[config.mk]
export PLATFORM = sky130hd
export DESIGN_NAME = spi_register_file
export DESIGN_NICKNAME = d
export VERILOG_FILES = /design/src/rtl/spi_register_file.sv
export SDC_FILE = /design/constraint.sdc
export NUM_CORES = 1
export LEC_CHECK = 0
export ABC_AREA = 0
export CORE_ASPECT_RATIO = 1.2
export CORE_UTILIZATION = 46
export CTS_BUF_LIST = sky130_fd_sc_hd__clkbuf_4
export CTS_CLUSTER_SIZE = 24
export DETAILED_ROUTE_END_ITERATION = 8
export GPL_TIMING_DRIVEN = 0
export HOLD_SLACK_MARGIN = 0.12
export MAX_ROUTING_LAYER = met4
export PLACE_DENSITY = 0.93
export SYNTH_ARGS = -nofsm -noshare
export SYNTH_HDL_FRONTEND = slang
export SYNTH_SLANG_ARGS = --single-unit
export TNS_END_PERCENT = 20
[constraint.sdc]
create_clock -name clock_in -period 4.9 [get_ports clock_in]
set_input_delay 1.225 -clock clock_in [delete_from_list [all_inputs] [get_ports clock_in]]
set_output_delay 1.225 -clock clock_in [all_outputs]
set_load 0.1 [all_outputs]
[src/rtl/spi_register_file.sv]
// Bank of multi-byte SPI registers on the shared opcode/operand bus.
// Reads come from a snapshot taken at transaction start; writes commit atomically on the last byte.
module spi_register_file #(
    parameter int unsigned BASE_ADDRESS   = 'hD0,
    parameter int unsigned REGISTER_COUNT = 4,
    parameter int unsigned REGISTER_BYTES = 2,
    parameter logic [REGISTER_COUNT*REGISTER_BYTES*8-1:0] RESET_VALUE = '0,
    parameter logic [REGISTER_COUNT-1:0] WRITABLE_MASK = '1
) (
    input  logic                                       clock_in,
    input  logic                                       reset_in,
    input  logic [7:0]                                 opcode_in,
    input  logic                                       opcode_valid_in,
    input  logic [7:0]                                 operand_in,
    input  logic                                       operand_valid_in,
    input  logic [31:0]                                operand_count_in,
    output logic [7:0]                                 response_out,
    output logic                                       response_valid_out,
    output logic [REGISTER_COUNT*REGISTER_BYTES*8-1:0] register_values_out,
    output logic [REGISTER_COUNT-1:0]                  write_strobe_out,
    input  logic [REGISTER_COUNT-1:0]                  hw_load_in,
    input  logic [REGISTER_COUNT*REGISTER_BYTES*8-1:0] hw_value_in
);

    localparam int unsigned REG_W   = REGISTER_BYTES * 8;
    localparam int unsigned INDEX_W = (REGISTER_COUNT > 1) ? $clog2(REGISTER_COUNT) : 1;
    localparam int unsigned PTR_W   = $clog2(REGISTER_BYTES + 1);

    localparam logic [8:0]       BASE    = 9'(BASE_ADDRESS);
    localparam logic [8:0]       COUNT9  = 9'(REGISTER_COUNT);
    localparam logic [31:0]      BYTES32 = 32'(REGISTER_BYTES);
    localparam logic [31:0]      LAST32  = 32'(REGISTER_BYTES - 1);
    localparam logic [PTR_W-1:0] PTR_MAX = PTR_W'(REGISTER_BYTES);

    typedef enum logic [1:0] {
        IDLE,
        ACTIVE,
        IGNORE
    } state_t;

    state_t state, state_next;

    logic                  opcode_valid_q;
    logic                  opcode_rise;
    logic [8:0]            offset;
    logic                  in_range;
    logic                  enter;
    logic [INDEX_W-1:0]    index;
    logic [REG_W-1:0]      regs [REGISTER_COUNT];
    logic [REG_W-1:0]      snapshot;
    logic [REG_W-1:0]      shadow;
    logic [REG_W-1:0]      merged;
    logic [PTR_W-1:0]      read_ptr;
    logic                  write_accept;
    logic                  commit;
    logic [REGISTER_COUNT-1:0] strobe;

    assign opcode_rise = opcode_valid_in && !opcode_valid_q;
    // Opcodes below the base wrap to >= 257 in 9 bits, so one compare covers both ends.
    assign offset   = {1'b0, opcode_in} - BASE;
    assign in_range = (offset < COUNT9);
    assign enter    = (state == IDLE) && opcode_rise && in_range;

    assign write_accept = (state == ACTIVE) && operand_valid_in &&
                          WRITABLE_MASK[index] && (operand_count_in < BYTES32);
    assign commit       = write_accept && (operand_count_in == LAST32);

    always_ff @(posedge clock_in) begin
        if (reset_in) begin
            state <= IDLE;
        end else begin
            state <= state_next;
        end
    end

    always_comb begin
        state_next         = state;
        response_valid_out = 1'b0;
        response_out       = '0;
        case (state)
            IDLE: begin
                if (opcode_rise) begin
                    state_next = in_range ? ACTIVE : IGNORE;
                end
            end
            ACTIVE: begin
                response_valid_out = 1'b1;
                for (int unsigned b = 0; b < REGISTER_BYTES; b++) begin
                    if (read_ptr == PTR_W'(b)) begin
                        response_out = snapshot[(REGISTER_BYTES - 1 - b) * 8 +: 8];
                    end
                end
                if (!opcode_valid_in) begin
                    state_next = IDLE;
                end
            end
            IGNORE: begin
                if (!opcode_valid_in) begin
                    state_next = IDLE;
                end
            end
            default: state_next = IDLE;
        endcase
    end

    // Shadow with the current operand byte merged in, big-endian (byte 0 = MSB).
    always_comb begin
        merged = shadow;
        for (int unsigned b = 0; b < REGISTER_BYTES; b++) begin
            if (operand_count_in == 32'(b)) begin
                merged[(REGISTER_BYTES - 1 - b) * 8 +: 8] = operand_in;
            end
        end
    end

    always_ff @(posedge clock_in) begin
        if (reset_in) begin
            opcode_valid_q <= 1'b1;
            index          <= '0;
            snapshot       <= '0;
            shadow         <= '0;
            read_ptr       <= '0;
            strobe         <= '0;
            for (int unsigned i = 0; i < REGISTER_COUNT; i++) begin
                regs[i] <= RESET_VALUE[i * REG_W +: REG_W];
            end
        end else begin
            opcode_valid_q <= opcode_valid_in;
            strobe         <= '0;

            if (enter) begin
                index    <= offset[INDEX_W-1:0];
                snapshot <= regs[offset[INDEX_W-1:0]];
                shadow   <= '0;
                read_ptr <= '0;
            end else if (state == ACTIVE && operand_valid_in && read_ptr != PTR_MAX) begin
                read_ptr <= read_ptr + PTR_W'(1);
            end

            if (write_accept) begin
                shadow <= merged;
            end

            // An SPI commit takes priority over a hardware load to the same register.
            for (int unsigned i = 0; i < REGISTER_COUNT; i++) begin
                if (commit && index == INDEX_W'(i)) begin
                    regs[i]   <= merged;
                    strobe[i] <= 1'b1;
                end else if (hw_load_in[i]) begin
                    regs[i] <= hw_value_in[i * REG_W +: REG_W];
                end
            end
        end
    end

    always_comb begin
        register_values_out = '0;
        for (int unsigned i = 0; i < REGISTER_COUNT; i++) begin
            register_values_out[i * REG_W +: REG_W] = regs[i];
        end
    end

    assign write_strobe_out = strobe;

endmodule

== Yosys cells after proc, flatten, opt, wreduce, memory -nomap -nowiden ==
Memories as Yosys holds them, arrays and structs flattened. A register that Yosys moved wholly into a read port is not among the register bits.
Index checks and enable logic that the tools add are counted.
Storage, ports and cells
  bits in registers: 27
  memory bits (writable): 64
  input port bits: 120
  logic and storage cells: 103
  memories: 1
Memory list
  regs: depth 4, width 16, read ports 5, clocked after Yosys merged registers in 1, write ports 4, line 49  | logic [REG_W-1:0] regs [REGISTER_COUNT];
Operators by class
  $add $sub $neg: 2
  order comparisons: 3
  eq/ne operators: 10
  multiplexer cells: 52
  bitwise gates (word level): 8
  reductions and logical operators: 21
Operators by type and width (number)
  $mux W16: 10
  $mux W8: 5
  $eq A32 B1 Y1 const B: 1
  $logic_not A32 Y1: 1
  $lt A32 B2 Y1 const B: 1
  $mux W1: 32
  $logic_and A1 B1 Y1: 12
  $lt A9 B3 Y1 const B: 1
  $sub A8 B8 Y9 const B: 1
  $or A1 B1 Y1: 8
  $eq A2 B1 Y1 const B: 3
  $eq A2 B2 Y1 const B: 3
  $logic_not A2 Y1: 3
  $mux W2: 3
  $ne A2 B2 Y1 const B: 3
  $pmux W2 S2: 1
  $reduce_or A2 Y1: 2
  $lt A2 B3 Y1 const B: 1
  $add A2 B1 Y2 const B: 1
  $bmux W1 S2: 1
  $reduce_and A2 Y1: 1
  $reduce_bool A2 Y1: 1
  $logic_not A1 Y1: 1

== Depth between registers and ports, before layout ==
Gate-level depths: netlist of the first run.
  depth in word-level cells: 11
  gate-level depth with buffers: 9
  mapped depth without buffers: 7

== Worst setup path after synthesis of the first run ==
No wires, ideal clock.
  path kind: input-to-reg
  from: input port operand_count_in[13]
  to: memory regs[3][0] (netlist name), enable pin
  data arrival time: 3.440 ns
  data required time: 4.486 ns
  path slack: 1.046 ns
  cell stages on the path: 4
  buffers on the path: 0
  cell sequence: nor4_2 nand4_4 or2_1 o31ai_1
RTL lines
  start, declared: line 16  | input logic [31:0] operand_count_in,
  end, declared: line 49

== Final worst setup path of the first run ==
  from: register read_ptr[1]
  to: output port response_out[5]
Between the ends
  longest elaborated chain between the ends: 4
  elaborated cells on any way between the ends: 5
  classes of those cells: eq/ne (1); mux (3); reduce/logical (1)
Ends and longest elaborated chain
  start, declared: line 53  | logic [PTR_W-1:0] read_ptr;
  start signal, assigned: line 137  | read_ptr <= read_ptr + PTR_W'(1);
  $logic_not A2 Y1: line 89  | if (read_ptr == PTR_W'(b)) begin
  $mux W8: line 89
  $mux W8 (*): line 89
  $mux W8 (*): line 80  | case (state)
  end, declared: line 17  | output logic [7:0] response_out,
Mark *: on every way between the ends. The rest lies on a longest branch, timed or not.

==> results of run 1 <==
-- power by group through the flow --
stage | sequential [uW] | combinational (uW) | clock (uW)
2_1_floorplan | 1310 | 93.6 | 0
3_3_place_gp | 1040 | 571 | 0
3_5_place_dp | 1050 | 578 | 0
4_1_cts | 1030 | 579 | 412
5_1_grt | 1030 | 596 | 448
6_report | 1030 | 581 | 419
-- cell families (layout without fill, tap and decap cells) --
family | after synthesis | count (layout) | synth area share [%]
adders and majority gates | 6 | 6 | 1.41
buffers and inverters | 42 | 252 | 3.31
other | 0 | 1 | 0
xor gates and xnor gates | 1 | 1 | 0.164
muxes | 33 | 33 | 9.94
AOI/OAI and AO/OA | 112 | 112 | 16.3
and+or+nand+nor | 171 | 171 | 16.7
DFF | 107 | 107 | 52.1
-- cells in the final DEF, fill, tap and decap left out, types with 10 or more instances in the layout --
cell type / count
mux4_2: 16
o21ai_0: 10
a22oi_1: 30
a211oi_1: 19
mux2i_1: 17
nor3_1: 25
clkbuf_1: 19
nand2_1: 90
dfxtp_1: 43
clkdlybuf4s50_1: 194
a21oi_1: 18
edfxtp_1: 64
o2bb2ai_1: 23
-- registers in the layout, summed over array words and instances (netlist names) --
register / flops
state: 2
write_strobe_out: 4
snapshot: 16
index: 2
shadow: 16
regs: 64
opcode_valid_q: 1
read_ptr: 2
-- layout make-up --
| type | instances | area share [%] |
|---|---|---|
| flip-flops and latches | 107 | 36.6 |
| multi-input cells | 323 | 31.4 |
| repair buffers | 194 | 25.5 |
| well taps | 154 | 2.53 |
| plain buffers | 31 | 1.78 |
| clock buffers | 9 | 0.888 |
| clock inverters | 7 | 0.658 |
| inverters | 11 | 0.543 |
| diodes | 1 | 0.0329 |
-- per-layer routing --
metal	GRT usage, %	share of wire (%)
met3	4.08	8.8
met5	-	0
met1	36.0	35
met4	13.3	3.4
met2	54.3	53
-- synthesized netlist by cell type, types with 5 or more instances --
cell type,count
a211oi_1,19
a21oi_1,18
a22oi_1,30
and2_1,8
buf_2,9
clkbuf_1,19
dfxtp_1,43
edfxtp_1,64
ha_1,6
inv_1,9
mux2i_1,17
mux4_2,16
nand2_1,90
nand2b_1,5
nor2_1,9
nor3_1,25
nor4_2,8
o21ai_0,10
o2bb2ai_1,23
o2bb2ai_2,9
-- critical path, stage by stage (launching register included) --
cell	delay, ps
dfxtp_1	360
inv_1	80
ha_1	310
clkbuf_1	350
nand2_1	140
o21ai_0	80
and2_1	140
clkdlybuf4s50_1	1120
-- per-stage QoR --
step                      hold slack [ps]  setup TNS, ps  area [um^2]
after floorplan                       432              0         5340
after global placement                444          -4430         7470
after detailed placement              448              0         7480
after CTS                             474              0         7600
after global routing                  492              0         7600
final                                 477              0         7600
-- final timing paths --
path          startpoint         endpoint  slack [ps]
max          read_ptr[1]  response_out[5]         630
min          snapshot[5]      snapshot[5]         480
max reg2reg     state[1]      regs[1][15]        1820
min reg2reg  snapshot[5]      snapshot[5]         480
==> results.sh, run 1 <==
export IMPL_hpwl_um=14400
export IMPL_clkPwrFrac_pct=20.6
export IMPL_r2r_cells=7
export IMPL_syn_area_um2=5340
export IMPL_synth_cell_types=40
export IMPL_cts_buffer_depth=2
export IMPL_htreeDepth=3
export IMPL_worst_setup_hold_path_clk_slew_ps=180
export IMPL_p_sw_uw=734
export IMPL_core_um2=11100
export IMPL_synth_edf_count=64
export IMPL_start_util_pct=47.9
export IMPL_insertion_delay_ps=470
export IMPL_first_pass_iters=5
export IMPL_cp_required_ps=3670
export IMPL_drtIter0Drc=538
export IMPL_vias=4994
export IMPL_synth_seq_cells=107
export IMPL_drc=0
export IMPL_area_growth_pct=42.5
export IMPL_p_int_uw=1290
export IMPL_synthCells=472
export IMPL_io_pins=197
export IMPL_grt_overflow=0
export IMPL_rsz0062_at_grt="false"
export IMPL_grt_pass1_vias=4995
export IMPL_finalWorstSetupSlack_ps=634
export IMPL_seq_area_um2=2780
export IMPL_seqPwrFrac_pct=50.7
export IMPL_rows=42
export IMPL_dieArea_um2=12000
export IMPL_clock_sinks=107
export IMPL_ctsRootBufferMaster="clkbuf_4"
export IMPL_wl_um=17900
export IMPL_final_cells=837
export IMPL_p_total_uw=2030
export IMPL_crit_arrival_ps=3040
export IMPL_die_h_um=120
export IMPL_yosysSeqAreaShare_pct=52.1
export IMPL_finalHoldViolCount=0
export IMPL_peakVddDrop_uv=139
export IMPL_path_max_fanout=10
export IMPL_setup_viol=0
export IMPL_clock_fmax_mhz=234
export IMPL_skew_ps=20.3
export IMPL_grt_pass1_wl_um=27000
export IMPL_die_w_um=100
export IMPL_slew_headroom_pct=10.4
export IMPL_tritoncts="yes"
export IMPL_cts_buffers_inserted=9
export IMPL_antenna_left=0
export IMPL_synth_area_per_cell_um2=11.3
export IMPL_n_fill_cell=865
export IMPL_sw_frac_of_total_pct=36.2
export IMPL_path_class="register to output pin"
export IMPL_antenna_found_initial=0
export IMPL_post_cts_buffers=0
export IMPL_multi_input_area_um2=2390
export IMPL_power_density_nw_per_um2=267
export IMPL_wire_per_inst_um=21.4
export IMPL_synth_area_leaders="edfxtp_1 36%, dfxtp_1 16%, mux4_2 6.8%, nand2_1 6.3%, a22oi_1 4.2%"
export IMPL_power_leakage_uw=0.00251
export IMPL_vias_per_cell=5.97
export IMPL_hold_buffers=0
export IMPL_slew_violations=0
export IMPL_worst_slew_pin_transition_ps=1330
export IMPL_status="finished clean"
export IMPL_cp_start_kind="register"
export IMPL_grt_max_degree=19
export IMPL_synth_top_cell_area_share_pct=36.0
export IMPL_placed_cells=820
export IMPL_gp_congestion=0.982
export IMPL_max_cap_violations=0
export IMPL_synth_ff_type="edfxtp_1"
export IMPL_min_path_cells=2
export IMPL_place_ws_ps=391
export IMPL_hold_class="register to register"
export IMPL_cp_end_kind="output pin"
export IMPL_synth_nets=598
export IMPL_finalCriticalPeriod_ps=4270
export IMPL_final_layout_size_suffix_gt1_share_pct=9.82
export IMPL_utilization_pct=68.3
export IMPL_synth_top_area_cell="edfxtp_1"
export IMPL_post_route_period_util_pct=87.1
export IMPL_portBuffers=194
export IMPL_synthArstFlopShare_pct=0
export IMPL_pwr_share_comb_pct=28.6
export IMPL_ctsResizeCount=0
export IMPL_gr_usage_all_layers_pct=31.2
export IMPL_fin_nets=803
export IMPL_yosysWarnings=0
Power figures use the tool's default switching activity.
==> inputs of run 2 (changes only) <==
CORE_UTILIZATION = 42   (was 46)
PLACE_DENSITY = 0.89   (was 0.93)
clock period = 3.9 ns   (was 4.9 ns; I/O delays follow)
==> run 2 against run 1 <==
Register-to-register slack worse by 820 ps. Cell count up 0.72%. Worst hold slack got worse by 9.2 ps. Clock power up 31%. Non-clock buffer count unchanged. First-iteration DRC count shrank 5.6%. Highest routed layer unchanged.
==> results.sh, run 2 (same netlist as run 1, synthesis figures left out) <==
export IMPL_status="finished clean"
export IMPL_rsz0062_at_grt="false"
export IMPL_largest_register="regs"
export IMPL_min_path_cells=2
export IMPL_final_layout_size_suffix_gt1_share_pct=9.97
export IMPL_area_growth_pct=43.1
export IMPL_post_route_period_util_pct=94.1
export IMPL_top_regs="regs: 64 flops, shadow: 16 flops, snapshot: 16 flops"
export IMPL_peakVddDrop_uv=186
export IMPL_ctsRootBufferMaster="clkbuf_4"
export IMPL_worst_slew_pin_transition_ps=1310
export IMPL_cp_start_kind="register"
export IMPL_pwr_share_comb_pct=28.5
export IMPL_finalCriticalPeriod_ps=3670
export IMPL_wire_per_inst_um=21.6
export IMPL_power_leakage_uw=0.00263
export IMPL_grt_pass1_vias=5125
export IMPL_htreeDepth=3
export IMPL_die_w_um=105
export IMPL_worst_setup_hold_path_clk_slew_ps=170
export IMPL_core_um2=12200
export IMPL_antenna_left=0
export IMPL_p_total_uw=2570
export IMPL_mostFrequentLayoutCell="clkdlybuf4s50_1"
export IMPL_skew_ps=20.4
export IMPL_gp_congestion=0.958
export IMPL_fin_area_um2=7630
export IMPL_clkPwrFrac_pct=21.3
export IMPL_hold_class="register to register"
export IMPL_vias_per_cell=5.90
export IMPL_path_class="register to output pin"
export IMPL_whs_ps=468
export IMPL_tritoncts="yes"
export IMPL_hold_buffers=0
export IMPL_grt_max_degree=20
export IMPL_p_sw_uw=940
export IMPL_cts_buffer_depth=2
export IMPL_die_h_um=125
export IMPL_slowest_delay_ps=810
export IMPL_drtIter0Drc=508
export IMPL_fin_nets=803
export IMPL_first_pass_iters=6
export IMPL_path_max_fanout=10
export IMPL_gr_usage_all_layers_pct=29.5
export IMPL_crit_arrival_ps=2700
export IMPL_path_cells="inv_1 > ha_1 > clkbuf_1 > nand2_1 > o21ai_0 > and2_1 > clkdlybuf4s15_1"
export IMPL_slew_headroom_pct=11.7
export IMPL_dieArea_um2=13200
export IMPL_finalHoldViolCount=0
export IMPL_max_cap_violations=0
export IMPL_largest_register_ffs=64
export IMPL_cts_buffers_inserted=9
export IMPL_seqPwrFrac_pct=50.1
export IMPL_crit_path_top_delay_cell="clkdlybuf4s15_1"
export IMPL_sw_frac_of_total_pct=36.6
export IMPL_portBuffers=194
export IMPL_setup_viol=0
export IMPL_insertion_delay_ps=490
export IMPL_rows=44
export IMPL_mostFrequentLayoutCells="186 x clkdlybuf4s50_1, 89 x nand2_1, 64 x edfxtp_1, 43 x dfxtp_1, 30 x a22oi_1"
export IMPL_cp_end_kind="output pin"
export IMPL_power_density_nw_per_um2=337
export IMPL_r2r_cells=9
export IMPL_drc=0
export IMPL_clock_fmax_mhz=272
export IMPL_start_util_pct=43.7
export IMPL_hpwl_um=14600
export IMPL_grt_overflow=0
export IMPL_place_area_um2=7490
export IMPL_io_pins=197
export IMPL_cp_required_ps=2920
export IMPL_n_fill_cell=997
export IMPL_wl_um=18200
export IMPL_n_antenna_cell=0
export IMPL_slew_violations=0
export IMPL_p_int_uw=1630
export IMPL_tns_ps=0
export IMPL_vias=4972
export IMPL_clock_sinks=107
export IMPL_antenna_found_initial=0
export IMPL_grt_pass1_wl_um=28300
run 2: critical path: cells and delay by family (launching register included):
family / cells / cell delay (ps)
flops: 1 / 360
compound gates: 1 / 90
simple gates: 2 / 260
fa+ha+maj: 1 / 290
buf+inv: 3 / 1210
run 2: stage by stage:
stage | util [%] | std cells | setup WS (ps)
CTS | 62.3 | 843 | 0.850
finish | 62.5 | 843 | 229
global placement | 61.2 | 827 | -1120
floorplan | - | 472 | 296
global route | 62.5 | 843 | 15.2
detailed placement | 61.3 | 827 | -409
run 2: what timing repair did:
item | in CTS | in global routing
gates resized for setup | 2 | 8
endpoints found under the setup margin | 2 | 23
buffers inserted | 0 | 0
hold endpoints to repair | 0 | 0
run 2: area by class of cell:
| cell class | count | area (um^2) | share of cell area (%) |
|---|---|---|---|
| plain buffers | 31 | 135 | 1.77 |
| clock buffers | 9 | 67.6 | 0.885 |
| clock inverters | 7 | 57.6 | 0.754 |
| inverters | 11 | 41.3 | 0.541 |
| multi-input cells | 323 | 2390 | 31.4 |
| flip-flops and latches | 107 | 2780 | 36.4 |
| well taps | 161 | 201 | 2.64 |
| repair buffers | 194 | 1960 | 25.6 |
run 2: final timing paths:
check / end / start / slack, ps
worst max-delay path: response_out[5] / read_ptr[1] / 230
worst max register to register: regs[2][2] / state[1] / 1000
worst min-delay path: snapshot[3] / snapshot[3] / 470
worst min register to register: snapshot[3] / snapshot[3] / 470
run 2: power by group through the flow:
stage	combinational, uW	sequential [uW]	clock, uW
2_1_floorplan	118	1640	0
3_3_place_gp	722	1310	0
3_5_place_dp	731	1310	0
4_1_cts	732	1290	547
5_1_grt	753	1290	586
6_report	733	1290	549
run 2: metal layers:
layer / part of all wire [%] / vias up / track usage [%]
met3: 8.2 / 56 / 3.44
met2: 53 / 297 / 50.8
met1: 35 / 2413 / 34.4
met4: 3.7 / 0 / 13.4
li1: - / 2206 / -
met5: 0 / - / -
